File: config.mk
export PLATFORM = sky130hd
export DESIGN_NAME = table_mp
export DESIGN_NICKNAME = d
export VERILOG_FILES = /design/src/rtl/table_mp_pkg.sv /design/src/rtl/table_mp_clr_fsm.sv /design/src/rtl/table_mp.sv
export SDC_FILE = /design/constraint.sdc
export NUM_CORES = 1
export LEC_CHECK = 0
export ABC_CLOCK_PERIOD_IN_PS = 7500
export CAP_MARGIN = 20
export CORE_MARGIN = 2
export CORE_UTILIZATION = 40
export CTS_BUF_LIST = sky130_fd_sc_hd__clkbuf_8
export DETAILED_ROUTE_END_ITERATION = 6
export HOLD_SLACK_MARGIN = 0.05
export PLACE_DENSITY = 0.53
export SLEW_MARGIN = 0
export SYNTH_ARGS = -nofsm -noshare
export SYNTH_HDL_FRONTEND = slang
export SYNTH_HIERARCHICAL = 1
export SYNTH_SLANG_ARGS = --single-unit
File: constraint.sdc
create_clock -name clk -period 7.5 [get_ports clk]
set_clock_uncertainty 0.05 [all_clocks]
set_input_delay 1.125 -clock clk [delete_from_list [all_inputs] [get_ports clk]]
set_output_delay 1.125 -clock clk [all_outputs]
set_load 0.02 [all_outputs]
File: src/rtl/table_mp_pkg.sv
// Shared types and helpers for the multi-port lookup table.
// Latency: not applicable (types, constants and pure functions only).
// Backpressure: not applicable.
package table_mp_pkg;

    // Upper bound on TABLE_SIZE that the popcount helper accepts.
    localparam int MAX_TABLE_SIZE = 4096;

    typedef enum logic {
        IDLE  = 1'b0,
        CLEAR = 1'b1
    } clr_state_t;

    // Index width for a table of 'size' entries.
    function automatic int index_width(input int size);
        return (size > 1) ? $clog2(size) : 1;
    endfunction

    // Counts set bits in the low 'n' positions of v.
    function automatic int unsigned popcount(input logic [MAX_TABLE_SIZE-1:0] v,
                                             input int unsigned n);
        int unsigned c;
        c = 0;
        for (int unsigned i = 0; i < n && i < MAX_TABLE_SIZE; i++) begin
            c += 32'(v[i]);
        end
        return c;
    endfunction

endpackage

File: src/rtl/table_mp_clr_fsm.sv
// Bulk-clear sequencer: walks every table index once and clears it.
// Latency: busy from the cycle after clr_req for exactly TABLE_SIZE cycles; done pulses as busy drops.
// Backpressure: none; clr_req while busy is ignored.
// Ports: clk/rst (sync, active-high), clr_req in; clr_busy, clr_done, clr_we, clr_idx out.
module table_mp_clr_fsm
    import table_mp_pkg::*;
#(
    parameter  int TABLE_SIZE  = 32,
    localparam int INDEX_WIDTH = index_width(TABLE_SIZE)
) (
    input  logic                   clk,
    input  logic                   rst,
    input  logic                   clr_req,
    output logic                   clr_busy,
    output logic                   clr_done,
    output logic                   clr_we,
    output logic [INDEX_WIDTH-1:0] clr_idx
);

    localparam logic [INDEX_WIDTH-1:0] LAST_IDX = INDEX_WIDTH'(TABLE_SIZE - 1);

    clr_state_t             state_q, state_d;
    logic [INDEX_WIDTH-1:0] cnt_q, cnt_d;
    logic                   done_q, done_d;

    // State register.
    always_ff @(posedge clk) begin
        if (rst) begin
            state_q <= IDLE;
            cnt_q   <= '0;
            done_q  <= 1'b0;
        end else begin
            state_q <= state_d;
            cnt_q   <= cnt_d;
            done_q  <= done_d;
        end
    end

    // Next-state logic.
    always_comb begin
        state_d = state_q;
        cnt_d   = cnt_q;
        done_d  = 1'b0;
        case (state_q)
            IDLE: begin
                if (clr_req) begin
                    state_d = CLEAR;
                    cnt_d   = '0;
                end
            end
            CLEAR: begin
                // The last entry is cleared this cycle; done shows up together
                // with busy falling on the next cycle.
                if (cnt_q == LAST_IDX) begin
                    state_d = IDLE;
                    done_d  = 1'b1;
                end else begin
                    cnt_d = cnt_q + 1'b1;
                end
            end
            default: state_d = IDLE;
        endcase
    end

    // Outputs.
    always_comb begin
        clr_busy = (state_q == CLEAR);
        clr_we   = (state_q == CLEAR);
        clr_idx  = cnt_q;
        clr_done = done_q;
    end

endmodule

File: src/rtl/table_mp.sv
// Multi-port lookup table with per-entry valid bits, hit flags, bulk clear and occupancy count.
// Latency: write visible the next cycle; reads registered, exactly 1 cycle.
// Backpressure: none; while a clear runs, writes are dropped and reads return no strobe.
// Ports: clk/rst; wr_en/index_wr/data_wr write ports; rd_en/index_rd read requests;
//        data_rd/rd_vld/rd_hit read responses; clr_req/clr_busy/clr_done clear control; valid_cnt.
module table_mp
    import table_mp_pkg::*;
#(
    parameter  int TABLE_SIZE  = 32,
    parameter  int DATA_WIDTH  = 8,
    parameter  int INPUT_RATE  = 2,
    parameter  int OUTPUT_RATE = 2,
    parameter  int RD_MODE     = 0,
    localparam int INDEX_WIDTH = index_width(TABLE_SIZE),
    localparam int CNT_WIDTH   = $clog2(TABLE_SIZE + 1)
) (
    input  logic                              clk,
    input  logic                              rst,
    input  logic [INPUT_RATE-1:0]             wr_en,
    input  logic [INPUT_RATE*INDEX_WIDTH-1:0] index_wr,
    input  logic [INPUT_RATE*DATA_WIDTH-1:0]  data_wr,
    input  logic [OUTPUT_RATE-1:0]            rd_en,
    input  logic [OUTPUT_RATE*INDEX_WIDTH-1:0] index_rd,
    output logic [OUTPUT_RATE*DATA_WIDTH-1:0] data_rd,
    output logic [OUTPUT_RATE-1:0]            rd_vld,
    output logic [OUTPUT_RATE-1:0]            rd_hit,
    input  logic                              clr_req,
    output logic                              clr_busy,
    output logic                              clr_done,
    output logic [CNT_WIDTH-1:0]              valid_cnt
);

    // One extra bit so the range check is meaningful for power-of-two sizes too.
    localparam logic [INDEX_WIDTH:0] SIZE_EXT = (INDEX_WIDTH + 1)'(TABLE_SIZE);

    logic                   clr_we;
    logic [INDEX_WIDTH-1:0] clr_idx;

    logic [DATA_WIDTH-1:0]  mem_q [TABLE_SIZE];
    logic [DATA_WIDTH-1:0]  mem_d [TABLE_SIZE];
    logic [TABLE_SIZE-1:0]  valid_q, valid_d;

    logic [INDEX_WIDTH-1:0] w_idx [INPUT_RATE];
    logic [DATA_WIDTH-1:0]  w_dat [INPUT_RATE];
    logic [INPUT_RATE-1:0]  w_ok;

    logic [OUTPUT_RATE*DATA_WIDTH-1:0] rd_dat_q, rd_dat_d;
    logic [OUTPUT_RATE-1:0]            rd_vld_q, rd_vld_d;
    logic [OUTPUT_RATE-1:0]            rd_hit_q, rd_hit_d;

    table_mp_clr_fsm #(
        .TABLE_SIZE (TABLE_SIZE)
    ) u_clr_fsm (
        .clk      (clk),
        .rst      (rst),
        .clr_req  (clr_req),
        .clr_busy (clr_busy),
        .clr_done (clr_done),
        .clr_we   (clr_we),
        .clr_idx  (clr_idx)
    );

    // Unpack write ports and qualify them: in range and no clear running.
    always_comb begin
        for (int p = 0; p < INPUT_RATE; p++) begin
            w_idx[p] = index_wr[p*INDEX_WIDTH +: INDEX_WIDTH];
            w_dat[p] = data_wr[p*DATA_WIDTH +: DATA_WIDTH];
            w_ok[p]  = wr_en[p] && !clr_busy && ({1'b0, w_idx[p]} < SIZE_EXT);
        end
    end

    // Storage update. Ports are applied in ascending order so the
    // highest-numbered port overrides lower ones on a collision.
    // Clear steps and port writes are mutually exclusive by construction.
    always_comb begin
        mem_d   = mem_q;
        valid_d = valid_q;
        if (clr_we) begin
            mem_d[clr_idx]   = '0;
            valid_d[clr_idx] = 1'b0;
        end
        for (int p = 0; p < INPUT_RATE; p++) begin
            if (w_ok[p]) begin
                mem_d[w_idx[p]]   = w_dat[p];
                valid_d[w_idx[p]] = 1'b1;
            end
        end
    end

    // Storage contents are intentionally not reset.
    always_ff @(posedge clk) begin
        mem_q <= mem_d;
    end

    always_ff @(posedge clk) begin
        if (rst) begin
            valid_q <= '0;
        end else begin
            valid_q <= valid_d;
        end
    end

    // Read response. Idle ports hold their last data/hit.
    always_comb begin
        logic [INDEX_WIDTH-1:0] r_idx;
        r_idx    = '0;
        rd_dat_d = rd_dat_q;
        rd_hit_d = rd_hit_q;
        rd_vld_d = '0;
        for (int q = 0; q < OUTPUT_RATE; q++) begin
            r_idx = index_rd[q*INDEX_WIDTH +: INDEX_WIDTH];
            if (rd_en[q] && !clr_busy) begin
                rd_vld_d[q] = 1'b1;
                if ({1'b0, r_idx} >= SIZE_EXT) begin
                    rd_dat_d[q*DATA_WIDTH +: DATA_WIDTH] = '0;
                    rd_hit_d[q]                          = 1'b0;
                end else begin
                    rd_dat_d[q*DATA_WIDTH +: DATA_WIDTH] = mem_q[r_idx];
                    rd_hit_d[q]                          = valid_q[r_idx];
                    // Write-through: forward the winning (last matching) port.
                    if (RD_MODE == 1) begin
                        for (int p = 0; p < INPUT_RATE; p++) begin
                            if (w_ok[p] && (w_idx[p] == r_idx)) begin
                                rd_dat_d[q*DATA_WIDTH +: DATA_WIDTH] = w_dat[p];
                                rd_hit_d[q]                          = 1'b1;
                            end
                        end
                    end
                end
            end
        end
    end

    always_ff @(posedge clk) begin
        if (rst) begin
            rd_dat_q <= '0;
            rd_vld_q <= '0;
            rd_hit_q <= '0;
        end else begin
            rd_dat_q <= rd_dat_d;
            rd_vld_q <= rd_vld_d;
            rd_hit_q <= rd_hit_d;
        end
    end

    assign data_rd   = rd_dat_q;
    assign rd_vld    = rd_vld_q;
    assign rd_hit    = rd_hit_q;
    assign valid_cnt = CNT_WIDTH'(popcount(MAX_TABLE_SIZE'(valid_q), TABLE_SIZE));

endmodule
After elaboration in Yosys (flattened, before gate mapping)
Index checks and enable logic that the tools add are counted.
Widths: inputs -> output; s select.
{"block": "word_totals", "register_bits": 315, "output_inout_bits": 28, "word_cells": 156}
{"block": "classes", "n_addsub": 32, "magnitude_cmp": 16, "eq_ne": 3, "muxes": 39, "bitwise_logic": 12, "reduce_logical": 13}
{"cell": "$mux 256", "count": 3}
{"cell": "$bwmux 256", "count": 2}
{"cell": "$and 256x256->256", "count": 1}
{"cell": "$not 256->256", "count": 1}
{"cell": "$add 6x1->6", "count": 26}
{"cell": "$demux 8 s5", "count": 3}
{"cell": "$mux 32", "count": 3}
{"cell": "$bmux 8 s5", "count": 2}
{"cell": "$or 32x32->32", "count": 2}
{"cell": "$mux 8", "count": 7}
{"cell": "$and 32x32->32", "count": 1}
{"cell": "$not 32->32", "count": 1}
{"cell": "$ge 6x6->1 const B", "count": 5}
{"cell": "$lt 5x6->1 const B", "count": 5}
{"cell": "$not 5->6", "count": 5}
{"cell": "$lt 6x1->1 const B", "count": 3}
{"cell": "$demux 1 s5", "count": 3}
{"cell": "$ge 5x1->1 const B", "count": 3}
{"cell": "$bmux 1 s5", "count": 2}
{"cell": "$logic_and 1x1->1", "count": 10}
{"cell": "$mux 1", "count": 10}
{"cell": "$mux 5", "count": 2}
{"cell": "$pmux 5 s2", "count": 1}
{"cell": "$add 5x1->6", "count": 1}
{"cell": "12 further kinds", "count": 13}

Logic depth before layout (Yosys ltp)
Gate-level depths: netlist (run 1).
{"block": "logic_depth", "word_depth": 31, "depth_mapped": 15, "mapped_depth_nobuf": 15}

By module
The synthesis (run 1) kept the hierarchy.
{"mod": "table_mp", "instances": 1, "cells_per_inst": 2397, "area_each_um2": 19377.3, "seq_area_each_um2": 6165.9}
{"mod": "table_mp_clr_fsm", "instances": 1, "cells_per_inst": 37, "area_each_um2": 339.1, "seq_area_each_um2": 140.1}

Least setup slack after synthesis (run 1)
No wires, ideal clock.
{"block": "synth_path", "kind": "reg-to-output", "startpoint": "reg valid_q[0]", "endpoint": "out valid_cnt[4]", "arrival_time_ns": 4.533, "t_required_ns": 6.325, "setup_slack_ns": 1.792, "path_stages_with_launch": 14, "path_cell_list": "dfxtp_1 inv_1 fa_1 fa_1 fa_1 fa_1 fa_1 fa_1 inv_1 ha_1 fa_1 a21o_1 a21oi_1 xnor2_1"}
{"block": "synth_via", "elab_chain_len": 31}
{"item": "start, declared", "line_no": "table_mp.sv:41", "source": "logic [TABLE_SIZE-1:0] valid_q, valid_d;"}
{"item": "start signal, assigned", "line_no": "table_mp.sv:99", "source": "valid_q <= valid_d;"}
{"item": "$add 1x1->2", "line_no": "table_mp_pkg.sv:25", "source": "c += 32'(v[i]);"}
{"item": "$add 2x1->3", "line_no": "table_mp_pkg.sv:25"}
{"item": "$add 3x1->4", "line_no": "table_mp_pkg.sv:25"}
{"item": "$add 4x1->5", "line_no": "table_mp_pkg.sv:25"}
{"item": "$add 5x1->6", "line_no": "table_mp_pkg.sv:25"}
{"item": "$add 6x1->6 (26 in a row)", "line_no": "table_mp_pkg.sv:25"}
{"item": "end, declared", "line_no": "table_mp.sv:30", "source": "output logic [CNT_WIDTH-1:0] valid_cnt"}
Every way passes these cells.

Worst setup path in the final report (run 1)
{"block": "layout_path", "startpoint": "reg valid_q[0]", "endpoint": "out valid_cnt[3]"}
The elaborated chain is that of the path after synthesis.

==> results.toml, run 1 <==
[status]
outcome = "finished clean"

[clocking]
cts_inserted_buffers = 60
clockRootBuffer = "clkbuf_8"
cts_tree = "built"
clock_latency_ps = 700
htreeDepth = 2
cts_buffer_depth = 3
clock-sinks = 315
path_clk_slew_ps = 60

[flow_run]
maxCapViolCount = 0

[route]
wl_per_cell_microns = 26.4
routed_via_density = 6.16
via_count = 19200
drcViolationCount = 0
ant_nets = 0
wirelength_microns = 82000
first_pass_iters = 7
drtIter0Drc = 2147

[final_layout]
layout-drive-gt1-share = 0.0990
syn_to_final_growth_pct = 10.4
fillers = 4825
seqCellArea_sq_um = 6310
multi_input_area_sq_um = 12300
fin_nets = 2474

[pwr]
clkPwrFrac = 0.316
seqPwrFrac = 0.426
power_switching_w = 0.00195
p_int_w = 0.00375
powerDensity_nw_per_um2 = 262
comb_power_share = 0.259
ir_worst_vdd_mv = 0.153
swShare = 0.342
power_leakage_nw = 8.85

[global_routing]
grt_pass1_wl_microns = 120000
antenna_found_initial = 4
grt_usage = 0.316
grt_pass1_vias = 18300
grt_start_max_net_pins = 78
global_route.overflow_total = 0

[logic_synthesis]
synth-edff-count = 0
ys.flop_type = "dfxtp_1"
synthCells = 2434
syn_area_sq_um = 19700
ys_seq_area_frac = 0.320
synth.net_count = 2511
synth_most_common_cell = "nand2_1"
synthArstFlopShare = 0
synthTopCellsByCount = "nand2_1 (316), dfxtp_1 (315), mux2i_1 (288), a21oi_1 (237), nor2_1 (210)"
yosys_warnings = 6
synth_top_area_cell = "dfxtp_1"
avgSynthCellArea_sq_um = 8.10
synth-seq-cells = 315
synth.area.top_cells = "dfxtp_1 (32%), mux2i_1 (15%), a22oi_1 (6.9%), a21oi_1 (6.0%), nand2_1 (6.0%)"
synth_top_area_frac = 0.320
ys_types = 57

[critical_path]
crit_fanout = 4
critPathArrivalTime_ps = 5880
end_kind = "output port"
crit_path_frequent_cell = "fa_1"
start_kind = "flip-flop"
crit_chain = "inv_1 -> fa_1 -> fa_1 -> inv_1 -> fa_1 -> fa_1 -> fa_1 -> inv_1 -> fa_1 -> inv_1 -> ha_1 -> a21o_1 -> a21oi_1 -> xnor2_1 -> clkdlybuf4s50_1"
max_stage_delay_ps = 660
cp_slowest_cell = "clkdlybuf4s50_1"
cp.required_ps = 6320
worstSetupPathType = "reg -> out"

[timing]
holdWs_ps = 456
worstMarginPinSlew_ps = 1200
hold_viol = 0
period_share = 0.941
slew_headroom = 0.202
finalSetupViolCount = 0
rsz0062_at_grt = "false"
fin_crit_ps = 7060
setup-tns-final_ps = 0
fmax_mhz = 142
slew_viol_final = 0

[place]
numPortBuffers = 70
hpwlAfterDp_microns = 53300
place.gp.congestion = 0.944

[floorplan]
ioPinCount = 71
start_util = 0.404
fp-row-count = 81
die-area_sq_um = 51100
die_w_microns = 226
die_y_microns = 226
core-area_sq_um = 48700

[min_path]
hold_path_class = "reg -> reg"
-- critical path: cells and delay by family (launching register included) --
kind,cells,cell delay (ps)
AO/OA/AOI/OAI,2,380
XOR/XNOR,1,210
adder cells (fa/ha/maj),7,3250
flip-flops,1,390
buffers and inverters,5,960
-- cell type report --
type / instances / area share
Clock inverter: 31 / 0.00742
Timing Repair Buffer: 107 / 0.0422
Sequential cell: 315 / 0.290
Antenna cell: 1 / 0.000115
Tap cell: 664 / 0.0382
Inverter: 51 / 0.00880
Clock buffer: 79 / 0.0500
Multi-Input combinational cell: 1862 / 0.564
-- sequential cells by signal, indices dropped and copies added (netlist names) --
| register | cells |
|---|---|
| rd_hit | 2 |
| u_clr_fsm/clr_idx | 5 |
| rd_vld | 2 |
| mem_q | 256 |
| u_clr_fsm/clr_done | 1 |
| u_clr_fsm/clr_busy | 1 |
| data_rd | 16 |
| valid_q | 32 |
-- power groups by stage --
stage / logic (W) / registers (W) / clock network [W]
2_1_floorplan: 0.00107 / 0.00235 / 0
3_3_place_gp: 0.00140 / 0.00243 / 0
6_report: 0.00147 / 0.00243 / 0.00180
3_5_place_dp: 0.00144 / 0.00244 / 0
5_1_grt: 0.00161 / 0.00247 / 0.00189
4_1_cts: 0.00145 / 0.00241 / 0.00182
-- cell families (layout without fill, tap and decap cells) --
logic type	count (synthesis)	count (layout)	share of synthesized area
other	0	1	0
flip-flops	315	315	0.320
AND/OR/NAND/NOR	782	782	0.191
AO/OA/AOI/OAI	706	706	0.223
adder cells (fa/ha/maj)	34	34	0.0307
buffers and inverters	257	268	0.0594
XOR/XNOR	3	3	0.00133
multiplexers	337	337	0.174
-- stage by stage --
stage               instance area [sq um]   util  worst slack, ps  power [W]  std cells
detailed placement                  20400  0.419              959    0.00389       2988
global route                        21800  0.446              244    0.00597       3109
finish                              21800  0.446              441    0.00569       3110
CTS                                 21700  0.444              181    0.00569       3098
floorplan                           19700      -             1790    0.00342       2434
global placement                    20400  0.418              989    0.00383       2987
-- cells in the final DEF, fill, tap and decap left out, types with 50 or more instances in the layout --
master,Yosys,layout
a21oi_1,237,237
nor2_1,210,208
mux2i_1,288,288
a22oi_1,182,182
nand2_1,316,316
dfxtp_1,315,315
clkbuf_8,0,82
inv_1,48,69
a31oi_1,81,81
nor3b_1,56,56
o21ai_0,94,94
clkdlybuf4s50_1,0,50
-- worst paths after layout --
check,slack (ps),to,cells after the start,startpoint
setup / recovery,440,valid_cnt[3],15,valid_q[0]
hold / removal,460,mem_q[120],2,mem_q[120]
hold reg to reg,460,mem_q[120],2,mem_q[120]
setup reg to reg,4290,mem_q[126],6,u_clr_fsm/clr_busy
-- metal layers --
layer,vias to the layer above,track usage,wire (microns)
li1,8732,-,-
met1,9265,0.407,34400
met4,0,0.164,4400
met3,245,0.0692,6680
met5,-,0,0
met2,930,0.497,36500
-- what timing repair did --
| item | in CTS | in global routing |
|---|---|---|
| endpoints found under the setup margin | 0 | 1 |
| setup buffers | 0 | 0 |
| endpoints found under the hold margin | 0 | 0 |
| resized for setup | 0 | 1 |
| hold buffers | 0 | 0 |
No activity file was read; power rests on OpenSTA's default activity.
==> inputs of run 2 (changes only) <==
--- a/config.mk
+++ b/config.mk
@@ -12,6 +12,7 @@
 export CTS_BUF_LIST = sky130_fd_sc_hd__clkbuf_8
 export DETAILED_ROUTE_END_ITERATION = 6
 export HOLD_SLACK_MARGIN = 0.05
+export MAX_ROUTING_LAYER = met4
 export PLACE_DENSITY = 0.53
 export SLEW_MARGIN = 0
 export SYNTH_ARGS = -nofsm -noshare
==> results.toml, run 2 (same netlist as run 1, synthesis figures left out) <==
[status]
outcome = "finished clean"

[timing]
fin_crit_ps = 7250
setup-tns-final_ps = 0
worstMarginPinSlew_ps = 1150
fmax_mhz = 138
hold_viol = 0
slew_headroom = 0.236
rsz0062_at_grt = "false"
fin_ws_ps = 249
finalSetupViolCount = 0
slew_viol_final = 0
period_share = 0.967

[global_routing]
grt_usage = 0.330
grt_start_max_net_pins = 86
antenna_found_initial = 2
grt_pass1_wl_microns = 122000
grt_pass1_vias = 18100
global_route.overflow_total = 0

[floorplan]
fp-row-count = 81
die_y_microns = 226
ioPinCount = 71
core-area_sq_um = 48700
die-area_sq_um = 51100
start_util = 0.404
die_w_microns = 226

[critical_path]
start_kind = "flip-flop"
rrSetupSlack_ps = 4180
crit_fanout = 4
worstSetupPathType = "reg -> out"
cp.required_ps = 6320
rr_worst_depth = 6
critPathArrivalTime_ps = 6080
end_kind = "output port"
r2r_start = "u_clr_fsm/clr_busy"
timing.rr.end = "mem_q[121]"

[route]
via_count = 19200
drcViolationCount = 0
drtIter0Drc = 2248
ant_nets = 0
first_pass_iters = 6
wl_per_cell_microns = 26.7
routed_via_density = 6.18
wirelength_microns = 83000

[final_layout]
layout-drive-gt1-share = 0.0984
syn_to_final_growth_pct = 10.4
final_common_cell = "nand2_1"
largest_reg_flops = 256
top_register = "mem_q"
fin_nets = 2472
final_cell_mix = "nand2_1 (316), dfxtp_1 (315), mux2i_1 (288)"

[min_path]
worstHoldStart = "mem_q[163]"
hold_depth = 2
hold_path_class = "reg -> reg"
worstHoldEndpoint = "mem_q[163]"

[clocking]
clock-sinks = 315
hold_buffers = 0
clockRootBuffer = "clkbuf_8"
cts_tree = "built"
cts_buffer_depth = 3
cts_resized = 0
path_clk_slew_ps = 60
htreeDepth = 2
cts_inserted_buffers = 59
post_cts_buffers = 0
clock_latency_ps = 690

[place]
pre_cts_ws_ps = 968
place.gp.congestion = 0.989
numPortBuffers = 70
hpwlAfterDp_microns = 53500

[flow_run]
maxCapViolCount = 0

[pwr]
power_leakage_nw = 8.83
ir_worst_vdd_mv = 0.127
powerDensity_nw_per_um2 = 263
run 2: cell types whose count changed in the layout (fill, tap and decap cells not counted):
cell | before | now
dlymetal6s2s_1 | 1 | 0
buf_6 | 2 | 1
clkdlybuf4s50_1 | 50 | 51
clkinv_2 | 6 | 11
diode_2 | 1 | 3
bufinv_16 | 1 | 4
clkinvlp_4 | 3 | 0
inv_1 | 69 | 66
clkbuf_8 | 82 | 78
buf_4 | 34 | 32
run 2: layout make-up:
type	instances	area [sq um]
fillers	4875	27000
multi-input cells	1862	12300
flip-flops and latches	315	6310
clock buffers	73	1000
repair buffers	106	916
well taps	664	831
clock inverters	33	243
inverters	51	191
diodes	3	7.51
run 2: worst max path at each step:
stage                           from      endpoint  slack, ps
after CTS                 valid_q[0]  valid_cnt[4]        210
after global routing      valid_q[0]  valid_cnt[4]         50
after global placement    valid_q[0]  valid_cnt[4]       1000
after detailed placement  valid_q[0]  valid_cnt[4]        970
after floorplan           valid_q[0]  valid_cnt[4]       1790
final                     valid_q[0]  valid_cnt[4]        250
run 2: worst max-delay path, stage by stage (launching register included):
cell,delay [ps]
dfxtp_1,380
inv_1,80
fa_1,580
fa_1,450
fa_1,490
fa_1,570
fa_1,460
fa_1,500
inv_1,50
ha_1,200
fa_1,420
a21o_1,200
a21oi_1,170
xnor2_1,190
clkdlybuf4s50_1,650
run 2: metal layers:
metal  vias up  part of all wire  routed length [microns]  GRT usage
met2      1022              0.45                    37400      0.511
met5         -                 0                        0          -
met3       227             0.089                     7420     0.0739
met1      9250              0.42                    34500      0.416
li1       8713                 -                        -          -
met4         0             0.045                     3740      0.135
run 2: power breakdown:
group | switching, W | leakage [nW] | internal (W)
sequential | 0.000332 | 2.63 | 0.00209
clock | 0.000818 | 0.720 | 0.00101
combinational | 0.000788 | 5.48 | 0.000687
total | 0.00194 | 8.83 | 0.00379
run 2: per-stage QoR:
step	cells	hold WS (ps)	power [W]	util	area, sq um
floorplan	2434	424	0.00342	-	19700
global placement	2988	440	0.00384	0.419	20400
detailed placement	2988	448	0.00389	0.419	20400
CTS	3094	458	0.00573	0.444	21700
global route	3105	484	0.00601	0.446	21800
finish	3107	458	0.00573	0.446	21800
==> inputs of run 3 (changes only) <==
--- a/config.mk
+++ b/config.mk
@@ -8,12 +8,12 @@
 export ABC_CLOCK_PERIOD_IN_PS = 7500
 export CAP_MARGIN = 20
 export CORE_MARGIN = 2
-export CORE_UTILIZATION = 40
+export CORE_UTILIZATION = 30
 export CTS_BUF_LIST = sky130_fd_sc_hd__clkbuf_8
 export DETAILED_ROUTE_END_ITERATION = 6
 export HOLD_SLACK_MARGIN = 0.05
 export MAX_ROUTING_LAYER = met4
-export PLACE_DENSITY = 0.53
+export PLACE_DENSITY = 0.42
 export SLEW_MARGIN = 0
 export SYNTH_ARGS = -nofsm -noshare
 export SYNTH_HDL_FRONTEND = slang
==> results.toml, run 3 (same netlist as run 1, synthesis figures left out) <==
[timing]
slew_headroom = 0.229
period_share = 0.951
finalSetupViolCount = 0
worstMarginPinSlew_ps = 1150
fin_crit_ps = 7130
hold_viol = 0
slew_viol_final = 0
fmax_mhz = 140
setup-tns-final_ps = 0
fin_ws_ps = 370
rsz0062_at_grt = "false"

[place]
hpwlAfterDp_microns = 58400
placement.cell_area_sq_um = 20700
pre_cts_ws_ps = 822
place.gp.congestion = 0.912
place_inst = 3185
numPortBuffers = 70

[floorplan]
die-area_sq_um = 67800
start_util = 0.305
die_y_microns = 260
ioPinCount = 71
fp-row-count = 93
core-area_sq_um = 64700
die_w_microns = 260

[final_layout]
fin_util = 0.343
fin_nets = 2486
final_common_cell = "nand2_1"
finalNonFillerCells = 3314
final_cell_mix = "nand2_1 (316), dfxtp_1 (315), mux2i_1 (288)"
design_area_sq_um = 22200
layout-drive-gt1-share = 0.104
fillers = 6882
top_register = "mem_q"
largest_reg_flops = 256
syn_to_final_growth_pct = 12.5

[route]
wl_per_cell_microns = 27.1
via_count = 19000
drcViolationCount = 0
ant_nets = 0
first_pass_iters = 5
routed_via_density = 5.73
drtIter0Drc = 1813
wirelength_microns = 89800

[critical_path]
rrSetupSlack_ps = 4260
end_kind = "output port"
cp.required_ps = 6320
r2r_start = "u_clr_fsm/clr_busy"
crit_chain = "inv_1 -> fa_1 -> fa_1 -> fa_1 -> inv_1 -> fa_1 -> fa_1 -> inv_1 -> fa_1 -> inv_1 -> ha_1 -> a21o_1 -> a21oi_1 -> xnor2_1 -> clkdlybuf4s50_1"
start_kind = "flip-flop"
crit_path_frequent_cell = "fa_1"
crit_fanout = 4
crit_path_end = "valid_cnt[3]"
max_stage_delay_ps = 690
crit_path_start = "valid_q[0]"
critPathArrivalTime_ps = 5960
worstSetupPathType = "reg -> out"
cp_slowest_cell = "clkdlybuf4s50_1"
timing.rr.end = "mem_q[15]"
rr_worst_depth = 5

[global_routing]
antenna_found_initial = 4
global_route.overflow_total = 0
grt_usage = 0.269
grt_start_max_net_pins = 67
grt_pass1_wl_microns = 129000
grt_pass1_vias = 18100

[pwr]
powerDensity_nw_per_um2 = 263
power_leakage_nw = 8.93
ir_worst_vdd_mv = 0.117

[clocking]
path_clk_slew_ps = 60
cts_inserted_buffers = 66
cts_tree = "built"
clockRootBuffer = "clkbuf_8"
clock-sinks = 315
cts_buffer_depth = 3
clock_latency_ps = 670
htreeDepth = 3

[status]
outcome = "finished clean"

[min_path]
hold_path_class = "reg -> reg"
hold_depth = 2

[flow_run]
maxCapViolCount = 0
==> run 3: how the worst min path moves through the flow <==
stage,end,start,slack (ps)
3_5_place_dp,mem_q[167],mem_q[167],450
5_1_grt,mem_q[167],mem_q[167],480
6_report,mem_q[181],mem_q[181],460
2_1_floorplan,mem_q[120],mem_q[120],420
3_3_place_gp,mem_q[125],mem_q[125],440
4_1_cts,mem_q[120],mem_q[120],460
==> run 3: cell type report <==
type,instances,area [sq um],share of cell area
diodes,6,15.0,0.000677
clock buffers,89,1220,0.0552
clock inverters,23,123,0.00553
inverters,51,191,0.00863
multi-input cells,1862,12300,0.553
flip-flops and latches,315,6310,0.284
well taps,855,1070,0.0482
repair buffers,113,976,0.0440
==> run 3: through the flow <==
step                      hold WS, ps  total power (W)
final                             460          0.00584
after global routing              483          0.00615
after CTS                         460          0.00587
after detailed placement          451          0.00392
after global placement            439          0.00388
after floorplan                   424          0.00342
==> run 3: where the power goes <==
| group | internal (W) | switching (W) | leakage, nW |
|---|---|---|---|
| clock network | 0.00108 | 0.000843 | 0.758 |
| logic | 0.000689 | 0.000809 | 5.54 |
| registers | 0.00209 | 0.000329 | 2.63 |
| total | 0.00386 | 0.00198 | 8.93 |
==> run 3: timing repair <==
action                     CTS  global route
setup endpoints to repair    0             1
hold buffers                 0             0
setup buffers                0             0
gates resized for setup      0             1
==> run 3: routing by layer <==
metal	wire (microns)	track usage	vias to the layer above	part of all wire
li1	-	-	8746	-
met1	38700	0.337	9282	0.43
met2	41400	0.426	774	0.46
met3	5850	0.0457	183	0.065
met4	3820	0.114	0	0.042
met5	0	-	-	0
==> run 3: worst max-delay path: cells and delay by family (launching register included) <==
family	cells	cell delay [ps]
adder cells (fa/ha/maj)	7	3270
buffers and inverters	5	1000
flip-flops	1	390
AO/OA/AOI/OAI	2	380
XOR/XNOR	1	240
